==> src/rtl/seq_alu.sv <==
// Registered ALU with start/ready/done handshake: 1-cycle ops, W-cycle shift-add multiply.
// Non-MUL results appear one cycle after start; MUL results appear W+1 cycles after start. start is ignored while ready=0.
module seq_alu #(
  parameter int W        = 8,
  parameter int OP_W     = 3,
  parameter int STATUS_W = 4
) (
  input  logic                clk,
  input  logic                reset,
  input  logic                start,
  input  logic [OP_W-1:0]     op,
  input  logic [W-1:0]        a,
  input  logic [W-1:0]        b,
  output logic                ready,
  output logic                done,
  output logic [W-1:0]        result,
  output logic [W-1:0]        result_hi,
  output logic [STATUS_W-1:0] status
);

  localparam int CNT_W = $clog2(W);

  localparam logic [OP_W-1:0] OP_ADD = OP_W'(0);
  localparam logic [OP_W-1:0] OP_SUB = OP_W'(1);
  localparam logic [OP_W-1:0] OP_MUL = OP_W'(2);
  localparam logic [OP_W-1:0] OP_AND = OP_W'(3);
  localparam logic [OP_W-1:0] OP_OR  = OP_W'(4);
  localparam logic [OP_W-1:0] OP_XOR = OP_W'(5);
  localparam logic [OP_W-1:0] OP_SHL = OP_W'(6);
  localparam logic [OP_W-1:0] OP_SHR = OP_W'(7);

  typedef enum logic [1:0] {
    S_IDLE,
    S_MUL,
    S_DONE
  } state_t;

  state_t r_state;
  state_t w_state_nxt;

  logic [W-1:0]     r_a;
  logic [W-1:0]     r_b;
  logic [2*W-1:0]   r_acc;
  logic [CNT_W-1:0] r_cnt;

  logic             w_accept;
  logic             w_is_mul;
  logic             w_last;

  logic [W:0]       w_sum;
  logic [W-1:0]     w_res;
  logic             w_c;
  logic             w_v;
  logic [3:0]       w_alu_flags;

  logic [2*W-1:0]   w_addend;
  logic [2*W-1:0]   w_prod;
  logic [W-1:0]     w_prod_lo;
  logic [W-1:0]     w_prod_hi;
  logic             w_mul_ovf;
  logic [3:0]       w_mul_flags;

  assign ready    = (r_state != S_MUL);
  assign done     = (r_state == S_DONE);
  assign w_accept = start & ready;
  assign w_is_mul = (op == OP_MUL);
  assign w_last   = (r_cnt == CNT_W'(W - 1));

  always_ff @(posedge clk or posedge reset) begin
    if (reset) begin
      r_state <= S_IDLE;
    end else begin
      r_state <= w_state_nxt;
    end
  end

  always_comb begin
    w_state_nxt = r_state;
    case (r_state)
      S_IDLE, S_DONE: begin
        if (w_accept) begin
          w_state_nxt = w_is_mul ? S_MUL : S_DONE;
        end else begin
          w_state_nxt = S_IDLE;
        end
      end
      S_MUL: begin
        if (w_last) begin
          w_state_nxt = S_DONE;
        end
      end
      default: w_state_nxt = S_IDLE;
    endcase
  end

  // Single-cycle ops; flag packing is {V,N,Z,C}
  always_comb begin
    w_sum = '0;
    w_res = '0;
    w_c   = 1'b0;
    w_v   = 1'b0;
    case (op)
      OP_ADD: begin
        w_sum = {1'b0, a} + {1'b0, b};
        w_res = w_sum[W-1:0];
        w_c   = w_sum[W];
        w_v   = (a[W-1] == b[W-1]) && (w_sum[W-1] != a[W-1]);
      end
      OP_SUB: begin
        w_sum = {1'b0, a} + {1'b0, ~b} + (W+1)'(1);
        w_res = w_sum[W-1:0];
        w_c   = w_sum[W];
        w_v   = (a[W-1] != b[W-1]) && (w_sum[W-1] != a[W-1]);
      end
      OP_AND: w_res = a & b;
      OP_OR:  w_res = a | b;
      OP_XOR: w_res = a ^ b;
      OP_SHL: begin
        w_res = {a[W-2:0], 1'b0};
        w_c   = a[W-1];
        w_v   = a[W-1] ^ a[W-2];
      end
      OP_SHR: begin
        w_res = {1'b0, a[W-1:1]};
        w_c   = a[0];
      end
      default: begin
        w_res = '0;
      end
    endcase
  end

  assign w_alu_flags = {w_v, w_res[W-1], (w_res == '0), w_c};

  // One shift-add step per cycle on the latched operands
  assign w_addend    = r_a[r_cnt] ? ({{W{1'b0}}, r_b} << r_cnt) : '0;
  assign w_prod      = r_acc + w_addend;
  assign w_prod_lo   = w_prod[W-1:0];
  assign w_prod_hi   = w_prod[2*W-1:W];
  assign w_mul_ovf   = (w_prod_hi != '0);
  assign w_mul_flags = {w_mul_ovf, w_prod_lo[W-1], (w_prod_lo == '0), w_mul_ovf};

  always_ff @(posedge clk or posedge reset) begin
    if (reset) begin
      r_a       <= '0;
      r_b       <= '0;
      r_acc     <= '0;
      r_cnt     <= '0;
      result    <= '0;
      result_hi <= '0;
      status    <= '0;
    end else begin
      case (r_state)
        S_IDLE, S_DONE: begin
          if (w_accept) begin
            if (w_is_mul) begin
              r_a   <= a;
              r_b   <= b;
              r_acc <= '0;
              r_cnt <= '0;
            end else begin
              result    <= w_res;
              result_hi <= '0;
              status    <= STATUS_W'(w_alu_flags);
            end
          end
        end
        S_MUL: begin
          r_acc <= w_prod;
          r_cnt <= r_cnt + CNT_W'(1);
          if (w_last) begin
            result    <= w_prod_lo;
            result_hi <= w_prod_hi;
            status    <= STATUS_W'(w_mul_flags);
          end
        end
        default: begin
          r_cnt <= '0;
        end
      endcase
    end
  end

endmodule

==> config.mk <==
export PLATFORM = sky130hd
export DESIGN_NAME = seq_alu
export DESIGN_NICKNAME = d
export VERILOG_FILES = /design/src/rtl/seq_alu.sv
export SDC_FILE = /design/constraint.sdc
export NUM_CORES = 1
export LEC_CHECK = 0
export CAP_MARGIN = 5
export CORE_MARGIN = 2
export CORE_UTILIZATION = 50
export CTS_CLUSTER_DIAMETER = 100
export DETAILED_ROUTE_END_ITERATION = 12
export PLACE_DENSITY = 0.74
export SLEW_MARGIN = 20
export SYNTH_ARGS = -nofsm -noshare
export SYNTH_HDL_FRONTEND = slang
export SYNTH_SLANG_ARGS = --single-unit
==> constraint.sdc <==
create_clock -name clk -period 3.9 [get_ports clk]
set_clock_uncertainty 0.05 [all_clocks]
set_input_delay 0.39 -clock clk [delete_from_list [all_inputs] [get_ports clk]]
set_output_delay 0.39 -clock clk [all_outputs]
set_load 0.05 [all_outputs]
Word-level counts from Yosys, hierarchy flattened
Index checks and enable logic that the tools add are counted.
{"block": "totals", "elab_cells": 81, "ff_bits": 57, "inputBits": 22}
{"block": "classes", "n_addsub": 5, "muxes": 28, "bitwise": 6, "n_eq_ne": 19, "n_shift": 1, "reduce_logical": 13, "n_lt_le_gt_ge": 1}
{"cell": "$pmux 8 s7", "n": 1}
{"cell": "$mux 16", "n": 3}
{"cell": "$mux 8", "n": 6}
{"cell": "$pmux 16 s2", "n": 1}
{"cell": "$pmux 8 s2", "n": 2}
{"cell": "$add 8x8->9", "n": 2}
{"cell": "$add 16x16->16", "n": 1}
{"cell": "$logic_not 8->1", "n": 2}
{"cell": "$shl 8x3->16", "n": 1}
{"cell": "$eq 3x3->1 const B", "n": 5}
{"cell": "$mux 4", "n": 3}
{"cell": "$add 9x1->9 const B", "n": 1}
{"cell": "$and 8x8->8", "n": 1}
{"cell": "$ne 2x2->1 const B", "n": 4}
{"cell": "$not 8->8", "n": 1}
{"cell": "$or 8x8->8", "n": 1}
{"cell": "$pmux 4 s2", "n": 1}
{"cell": "$reduce_bool 8->1", "n": 1}
{"cell": "$xor 8x8->8", "n": 1}
{"cell": "$eq 3x2->1 const B", "n": 2}
{"cell": "$mux 2", "n": 3}
{"cell": "$mux 3", "n": 2}
{"cell": "$pmux 3 s2", "n": 1}
{"cell": "$reduce_and 3->1", "n": 2}
{"cell": "other kinds (22)", "n": 25}

Logic depth before layout (Yosys ltp)
Gate-level depths: netlist (run 1).
{"block": "depth", "ltp_word": 9, "depth_mapped": 16, "ltp_nobuf": 14}

Worst setup path after synthesis (run 1)
Ideal clock, no wire load.
{"block": "synth_timing", "path_type": "flip-flop to flip-flop", "start": "reg r_cnt[0]", "end": "reg status[1]", "path_stages_with_launch": 15, "setup_ps": 82, "t_required_ps": 3768, "n_path_buf": 2, "slack_ps": 237, "arrival_ps": 3531, "path_cell_list": "dfrtp_1 -> clkbuf_1 -> mux4_2 -> nand2_1 -> and2_1 -> clkbuf_1 -> a21oi_1 -> ha_1 -> a21oi_1 -> o22ai_1 -> nor2_1 -> xnor2_1 -> or4_1 -> or3_1 -> a31oi_1"}
{"block": "synth_via", "elab_chain_cells": 7, "elab_cells_between_ends": 11, "cone_classes": "1 x add/sub; 2 x eq/ne; 1 x shift; 5 x mux; 2 x reduce/logical"}
{"element": "start, declared", "line_no": "44", "source": "logic [CNT_W-1:0] r_cnt;"}
{"element": "start signal, assigned", "line_no": "170", "source": "r_cnt <= r_cnt + CNT_W'(1);"}
{"element": "$bmux 1 s3", "line_no": "136", "source": "assign w_addend = r_a[r_cnt] ? ({{W{1'b0}}, r_b} << r_cnt) : '0;"}
{"element": "$mux 1 (implied by the code)", "line_no": "136"}
{"element": "$mux 16", "line_no": "136"}
{"element": "$add 16x16->16", "line_no": "137", "source": "assign w_prod = r_acc + w_addend;"}
{"element": "$logic_not 8->1", "line_no": "141", "source": "assign w_mul_flags = {w_mul_ovf, w_prod_lo[W-1], (w_prod_lo == '0), w_mul_ovf};"}
{"element": "$mux 4", "line_no": "171", "source": "if (w_last) begin"}
{"element": "$pmux 4 s2", "line_no": "153", "source": "case (r_state)"}
{"element": "end signal, assigned", "line_no": "164", "source": "status <= STATUS_W'(w_alu_flags);"}
{"element": "end signal, assigned", "line_no": "174", "source": "status <= STATUS_W'(w_mul_flags);"}
{"element": "end, declared", "line_no": "18", "source": "output logic [STATUS_W-1:0] status"}
Parallel ways exist; a longest one is shown, timed or not. The select of a mux whose other input is x is not followed.
A chain may end at the register's enable or synchronous reset.

Worst setup path in the final report (run 1)
{"block": "layout_timing", "start": "reg r_cnt[0]", "end": "reg result_hi[6]"}
{"block": "layout_via", "elab_chain_cells": 6, "elab_cells_between_ends": 10, "cone_classes": "1 x add/sub; 2 x eq/ne; 1 x shift; 5 x mux; 1 x reduce/logical"}
{"element": "$bmux 1 s3", "line_no": "136"}
{"element": "$mux 1 (implied by the code)", "line_no": "136"}
{"element": "$mux 16", "line_no": "136"}
{"element": "$add 16x16->16", "line_no": "137"}
{"element": "$mux 8", "line_no": "171"}
{"element": "$pmux 8 s2", "line_no": "153"}
{"element": "end signal, assigned", "line_no": "173", "source": "result_hi <= w_prod_hi;"}
{"element": "end, declared", "line_no": "17", "source": "output logic [W-1:0] result_hi,"}
Parallel ways exist; a longest one is shown, timed or not. The select of a mux whose other input is x is not followed.

==> results.yml, run 1 <==
clocking:
  worstSkewPairLatency_ns: 0.33
  cts.path.max_buffers: 2
  cts-root-buf: "clkbuf_8"
  numCtsBuffers: 5
  tritoncts: "done"
  h-tree-depth: 2
  postCtsSetupBuffers: 0
  clk_pin_slew_ns: 0.11
  clock-sinks: 56
die:
  rows: 35
  die_y_um: 102.4
  io_pins: 44
  initial_core_util_pct: 51.90
  dieArea_mm2: 0.01048
  die-width_um: 102.4
  coreArea_mm2: 0.009328
global_routing:
  overflow: 0
  grt_pass1_wl_mm: 21.22
  grt_max_degree: 30
  grt_pass1_vias: 4213
  track_usage_pct: 26.07
  antenna_found_initial: 0
timing:
  rsz0062_at_grt: "no"
  min_period_over_period_pct: 93.40
  worst_slew_margin_rel_pct: 37.98
  setup_viol: 0
  slew_violations: 0
  worst_pin_slew_ns: 0.9269
  max_clock_freq_mhz: 274.5
  finalSetupTns_ns: 0
  hold_violations: 0
  period_minus_slack_ns: 3.643
layout:
  diodes: 0
  drive_gt1_share_pct: 8.444
  area_growth_pct: 13.75
  finalNonFillerCells: 733
  nFillCells: 851
  nNetsFinal: 671
setup_path:
  cp-start-kind: "register"
  crit_arrival_ns: 3.83
  crit_slowest_cell: "mux4_2"
  crit_required_ns: 4.09
  crit_fanout: 5
  cpMostUsedCell: "nand2_1"
  cpPeakStageDelay_ns: 0.52
  crit_chain: "mux4_2 > nand2_1 > nor2_1 > ha_1 > fa_1 > a21oi_1 > o22ai_1 > o21a_1 > or2_2 > a221oi_1 > nand2_1 > o21ai_0"
  path_class: "register to register"
  crit_path_end_kind: "register"
drt:
  drtIter0Drc: 310
  wl_mm: 12.94
  ant_nets: 0
  drcViolationCount: 0
  first_pass_iters: 5
  wl_per_cell_um: 17.65
  num_vias: 4469
  vias_per_cell: 6.097
power:
  cellLeakagePower_nw: 2.519
  power.density_mw_per_mm2: 492.2
  ir_drop_mv: 0.2148
synthesis:
  ys_seq_elements: 56
  synth_warnings: 0
  synthesis.nets: 647
  synth_cells: 580
  synth.distinct_cells: 63
  syn_area_mm2: 0.004841
  synthArstFlopShare_pct: 100.0
  avgSynthCellArea_um2: 8.346
  ys_seq_area_share_pct: 28.95
  synth_edf_count: 0
  ys.flop_type: "dfrtp_1"
placed_design:
  hpwl_mm: 10.10
  place_inst: 726
  io_buffers: 43
  place_congestion: 0.9552
status:
  status: "complete, no violations"
job:
  maxCapViolations: 0
hold_path:
  hold_path_class: "primary input to async pin"
[cells in the final DEF (no fill, tap or decap), types with 4 or more instances in the layout]
cell / synthesis / routed
a211oi_1: 8 / 8
a21o_1: 5 / 5
a21oi_1: 40 / 39
a22o_1: 9 / 9
a31oi_1: 9 / 9
and3_1: 8 / 8
buf_4: 2 / 11
clkbuf_8: 0 / 5
clkdlybuf4s50_1: 0 / 43
dfrtp_1: 56 / 56
ha_1: 42 / 42
inv_1: 31 / 30
mux2_2: 21 / 21
mux2i_1: 17 / 17
mux4_2: 4 / 4
nand2_1: 72 / 72
nand2b_1: 6 / 6
nand3_1: 16 / 16
nor2_1: 51 / 51
nor2b_1: 10 / 10
nor3_1: 14 / 14
o211ai_1: 5 / 5
o21ai_0: 27 / 26
o21bai_1: 7 / 7
o31ai_1: 6 / 6
xnor2_1: 8 / 8
xor2_1: 7 / 7
[layout make-up]
class,count,area [um2],area share (%)
clock buffers,5,68.82,1.250
clock inverters,2,60.06,1.091
inverters,34,127.6,2.318
multi-input cells,453,3174,57.65
flip-flops and latches,56,1401,25.45
well taps,129,161.4,2.931
repair buffers,54,513.0,9.316
[worst paths after layout]
| path | startpoint | end | slack (ns) | cells past startpoint |
|---|---|---|---|---|
| worst min register to register | result_hi[3] | result_hi[3] | 0.43 | 2 |
| worst min-delay path | reset | status[2] | 0.40 | 2 |
| worst max-delay path | r_cnt[0] | result_hi[6] | 0.26 | 12 |
| min in group clk | result_hi[3] | result_hi[3] | 0.43 | 2 |
| max in group asynchronous | reset | r_acc[2] | 2.62 | 3 |
| worst max register to register | r_cnt[0] | result_hi[6] | 0.26 | 12 |
[Yosys cell counts (all sizes together) (10+ instances only)]
cell type,instances,area [um2]
mux2i,17,170.2
nor2,51,191.4
dfrtp,56,1401
a21oi,40,200.2
nor3,14,70.07
nor2b,10,62.56
o21ai,27,135.1
inv,32,120.1
clkbuf,22,82.58
nand2,72,270.3
ha,42,525.5
nand3,16,80.08
mux2,21,236.5
buf,15,72.56
[report_power, final]
| group | switching, W | total (W) | internal (W) |
|---|---|---|---|
| clock | 0.000201 | 0.000454 | 0.000253 |
| combinational | 0.000874 | 0.00143 | 0.000553 |
| sequential | 0.000111 | 0.000828 | 0.000718 |
| total | 0.00119 | 0.00271 | 0.00152 |
[critical path, delay by kind of cell, from the launching register on]
family	cells	cell delay (ns)
compound gates	5	1.23
fa+ha+maj	2	0.61
flops	1	0.46
mux	1	0.52
simple gates	4	0.68
[repair_timing]
item                                    in CTS  in global routing
endpoints found under the setup margin       0                  6
endpoints found under the hold margin        0                  0
hold buffers                                 0                  0
resized for setup                            0                  5
[state kept, by name, summed over array words and instances (netlist names)]
signal,count
result_hi,8
result,7
r_acc,16
r_b,8
r_cnt,3
status,4
r_a,8
r_state,2
[per-stage QoR]
stage	hold slack (ns)	power (W)	util, %	instance area, um2	setup slack (ns)
final	0.3959	0.002710	59.03	5507	0.2574
after global routing	0.4534	0.002899	59.03	5507	0.01432
after CTS	0.4164	0.002690	58.85	5489	0.1669
after detailed placement	0.4072	0.002235	57.46	5360	0.2025
after global placement	0.4032	0.002195	57.46	5360	0.3545
after floorplan	0.4025	0.001856	-	4841	0.2367
[metal layers]
metal / wire, um / GRT usage (%) / share of wire, % / up-vias
met5: 0 / 0 / 0 / -
met4: 290 / 9.231 / 2.2 / 0
met3: 794 / 3.352 / 6.1 / 29
met1: 5726 / 35.73 / 44 / 2140
li1: - / - / - / 2134
met2: 6128 / 42.51 / 47 / 166
[logic make-up (layout without fill, tap and decap cells)]
kind of cell,Yosys count,in the layout,synth area share [%]
compound gates,153,153,21.32
xor+xnor,15,15,2.714
fa+ha+maj,45,45,12.10
buf+inv,71,95,5.841
flops,56,56,28.95
mux,42,42,10.26
simple gates,198,198,18.82
(Power assumes the default switching activity.)
==> inputs of run 2 (changes only) <==
- HOLD_SLACK_MARGIN: default -> 0.12
==> results of run 2 <==
The final DEF is identical to that of run 1; final timing and power are the same.
==> inputs of run 3 (changes only) <==
- CORE_UTILIZATION: 50 -> 53
- PLACE_DENSITY: 0.74 -> 0.77
==> run 3 against run 2 <==
  * Sequential cell count is the same
  * Combinational power is 3% higher
  * Clock power down 23%
  * Worst hold slack improved by 0.034 ns
  * Fmax increased by 1.3%
  * First-iteration DRC count up 39%
  * Via count up 0.87%
  * Non-clock buffer count up 2
  * Critical path type unchanged
  * Largest cell class unchanged
==> results.yml, run 3 (same netlist as run 1, synthesis figures left out) <==
drt:
  num_vias: 4508
  dr.max_layer_used: "met4"
  vias_per_cell: 6.305
  first_pass_iters: 5
  dr_wl_met2_mm: 6.472
  drtIter0Drc: 432
  drt-met1-wl_mm: 6.001
  ant_nets: 0
  wl_per_cell_um: 18.75
  drcViolationCount: 0
  route.met3.wl_um: 681
  wl_mm: 13.41
timing:
  hold_violations: 0
  finalSetupTns_ns: 0
  fin_ws_ns: 0.3059
  slew_violations: 0
  worst_pin_slew_ns: 0.9391
  period_minus_slack_ns: 3.594
  min_period_over_period_pct: 92.16
  hold_ws_ns: 0.4302
  rsz0062_at_grt: "no"
  worst_slew_margin_rel_pct: 37.16
  max_clock_freq_mhz: 278.2
  setup_viol: 0
global_routing:
  overflow: 0
  antenna_found_initial: 0
  grt_pass1_wl_mm: 21.90
  grt_pass1_vias: 4385
  grt_max_degree: 41
  track_usage_pct: 27.56
layout:
  largest_reg_flops: 16
  area_growth_pct: 13.16
  nNetsFinal: 673
  nFillCells: 801
  layout_commonest_cell: "nand2_1"
  final_cell_mix: "nand2_1 (72), dfrtp_1 (55), nor2_1 (51), clkdlybuf4s50_1 (43), ha_1 (42)"
  drive_gt1_share_pct: 9.390
  largest_register: "r_acc"
  diodes: 0
  stdcell_area_mm2: 0.005478
placed_design:
  place_congestion: 0.9759
  dp_worst_setup_slack_ns: 0.004754
  io_buffers: 43
  placed_area_mm2: 0.005349
  hpwl_mm: 10.62
die:
  io_pins: 44
  coreArea_mm2: 0.008806
  initial_core_util_pct: 54.97
  die-width_um: 99.57
  die_y_um: 99.57
  dieArea_mm2: 0.009914
  rows: 34
clocking:
  tritoncts: "done"
  numCtsBuffers: 5
  postCtsSetupBuffers: 0
  cts.path.max_buffers: 2
  ctsHoldBuffers: 0
  clock-sinks: 56
  cts-root-buf: "clkbuf_8"
  worstSkewPairLatency_ns: 0.32
  clk_pin_slew_ns: 0.11
  h-tree-depth: 2
power:
  power.density_mw_per_mm2: 485.4
  switching_share_pct: 46.82
  p_seq_share_pct: 31.7
  cellLeakagePower_nw: 2.511
  power_w: 0.002659
  ir_drop_mv: 0.2418
  comb_power_share_pct: 55.2
  p_int_w: 0.001414
  p_clk_share_pct: 13.2
  switchingPower_w: 0.001245
hold_path:
  hold_depth: 2
  hold_path_class: "register to register"
setup_path:
  crit_fanout: 7
  crit_arrival_ns: 3.80
  r2r_cells: 12
  crit_path_end_kind: "register"
  cp-start-kind: "register"
  crit_required_ns: 4.11
  path_class: "register to register"
status:
  status: "complete, no violations"
job:
  maxCapViolations: 0
==> run 3: cell count changes in the layout (fill, tap and decap cells not counted), sizes merged <==
cell and delta:
inv +1, clkinvlp +1, bufinv -2, buf +2, clkinv +1
==> run 3: power groups by stage <==
| stage | Clock [W] | Combinational [W] | Sequential [W] |
|---|---|---|---|
| 6_report | 0.000350 | 0.00147 | 0.000842 |
| 5_1_grt | 0.000371 | 0.00159 | 0.000857 |
| 4_1_cts | 0.000349 | 0.00143 | 0.000839 |
| 3_5_place_dp | 0 | 0.00142 | 0.000848 |
| 3_3_place_gp | 0 | 0.00137 | 0.000840 |
| 2_1_floorplan | 0 | 0.000949 | 0.000907 |
==> run 3: cell type report <==
class | count | area, um2 | share of cell area, %
Clock inverter | 3 | 27.53 | 0.5025
Tap cell | 108 | 135.1 | 2.467
Multi-Input combinational cell | 453 | 3188 | 58.20
Sequential cell | 56 | 1403 | 25.61
Clock buffer | 5 | 68.82 | 1.256
Inverter | 34 | 127.6 | 2.330
Timing Repair Buffer | 56 | 528.0 | 9.639
==> run 3: worst paths after layout <==
path                            slack, ns          from      endpoint
worst max-delay path                 0.31      r_cnt[0]     status[1]
worst min-delay path                 0.43  result_hi[3]  result_hi[3]
worst max register to register       0.31      r_cnt[0]     status[1]
worst min register to register       0.43  result_hi[3]  result_hi[3]
max in group asynchronous            2.53         reset      r_cnt[0]
min in group asynchronous            0.50         reset    r_state[0]
==> run 3: worst max-delay path, cell delays in order (launching register included) <==
cell and delay (ns):
dfrtp_2 0.45, mux4_2 0.52, nand2_1 0.16, and2_1 0.28, a21oi_1 0.07, ha_1 0.38, nand3_1 0.10, o22ai_1 0.26
nor2_1 0.09, xnor2_1 0.18, or4_1 0.52, or3_1 0.31, a31oi_1 0.16
==> run 3: stage by stage <==
stage / instances / util [%]
2_1_floorplan: 580 / -
3_3_place_gp: 707 / 60.74
3_5_place_dp: 707 / 60.74
4_1_cts: 715 / 61.84
5_1_grt: 715 / 62.21
6_report: 715 / 62.21
==> run 3: timing repair <==
item | CTS | global route
resized for setup | 1 | 7
hold endpoints to repair | 0 | 0
endpoints found under the setup margin | 1 | 7
==> run 3: per-layer routing <==
layer | vias to the layer above | track usage, %
li1 | 2131 | -
met1 | 2170 | 38.12
met2 | 177 | 45.95
met3 | 30 | 2.881
met4 | 0 | 8.008
met5 | - | 0
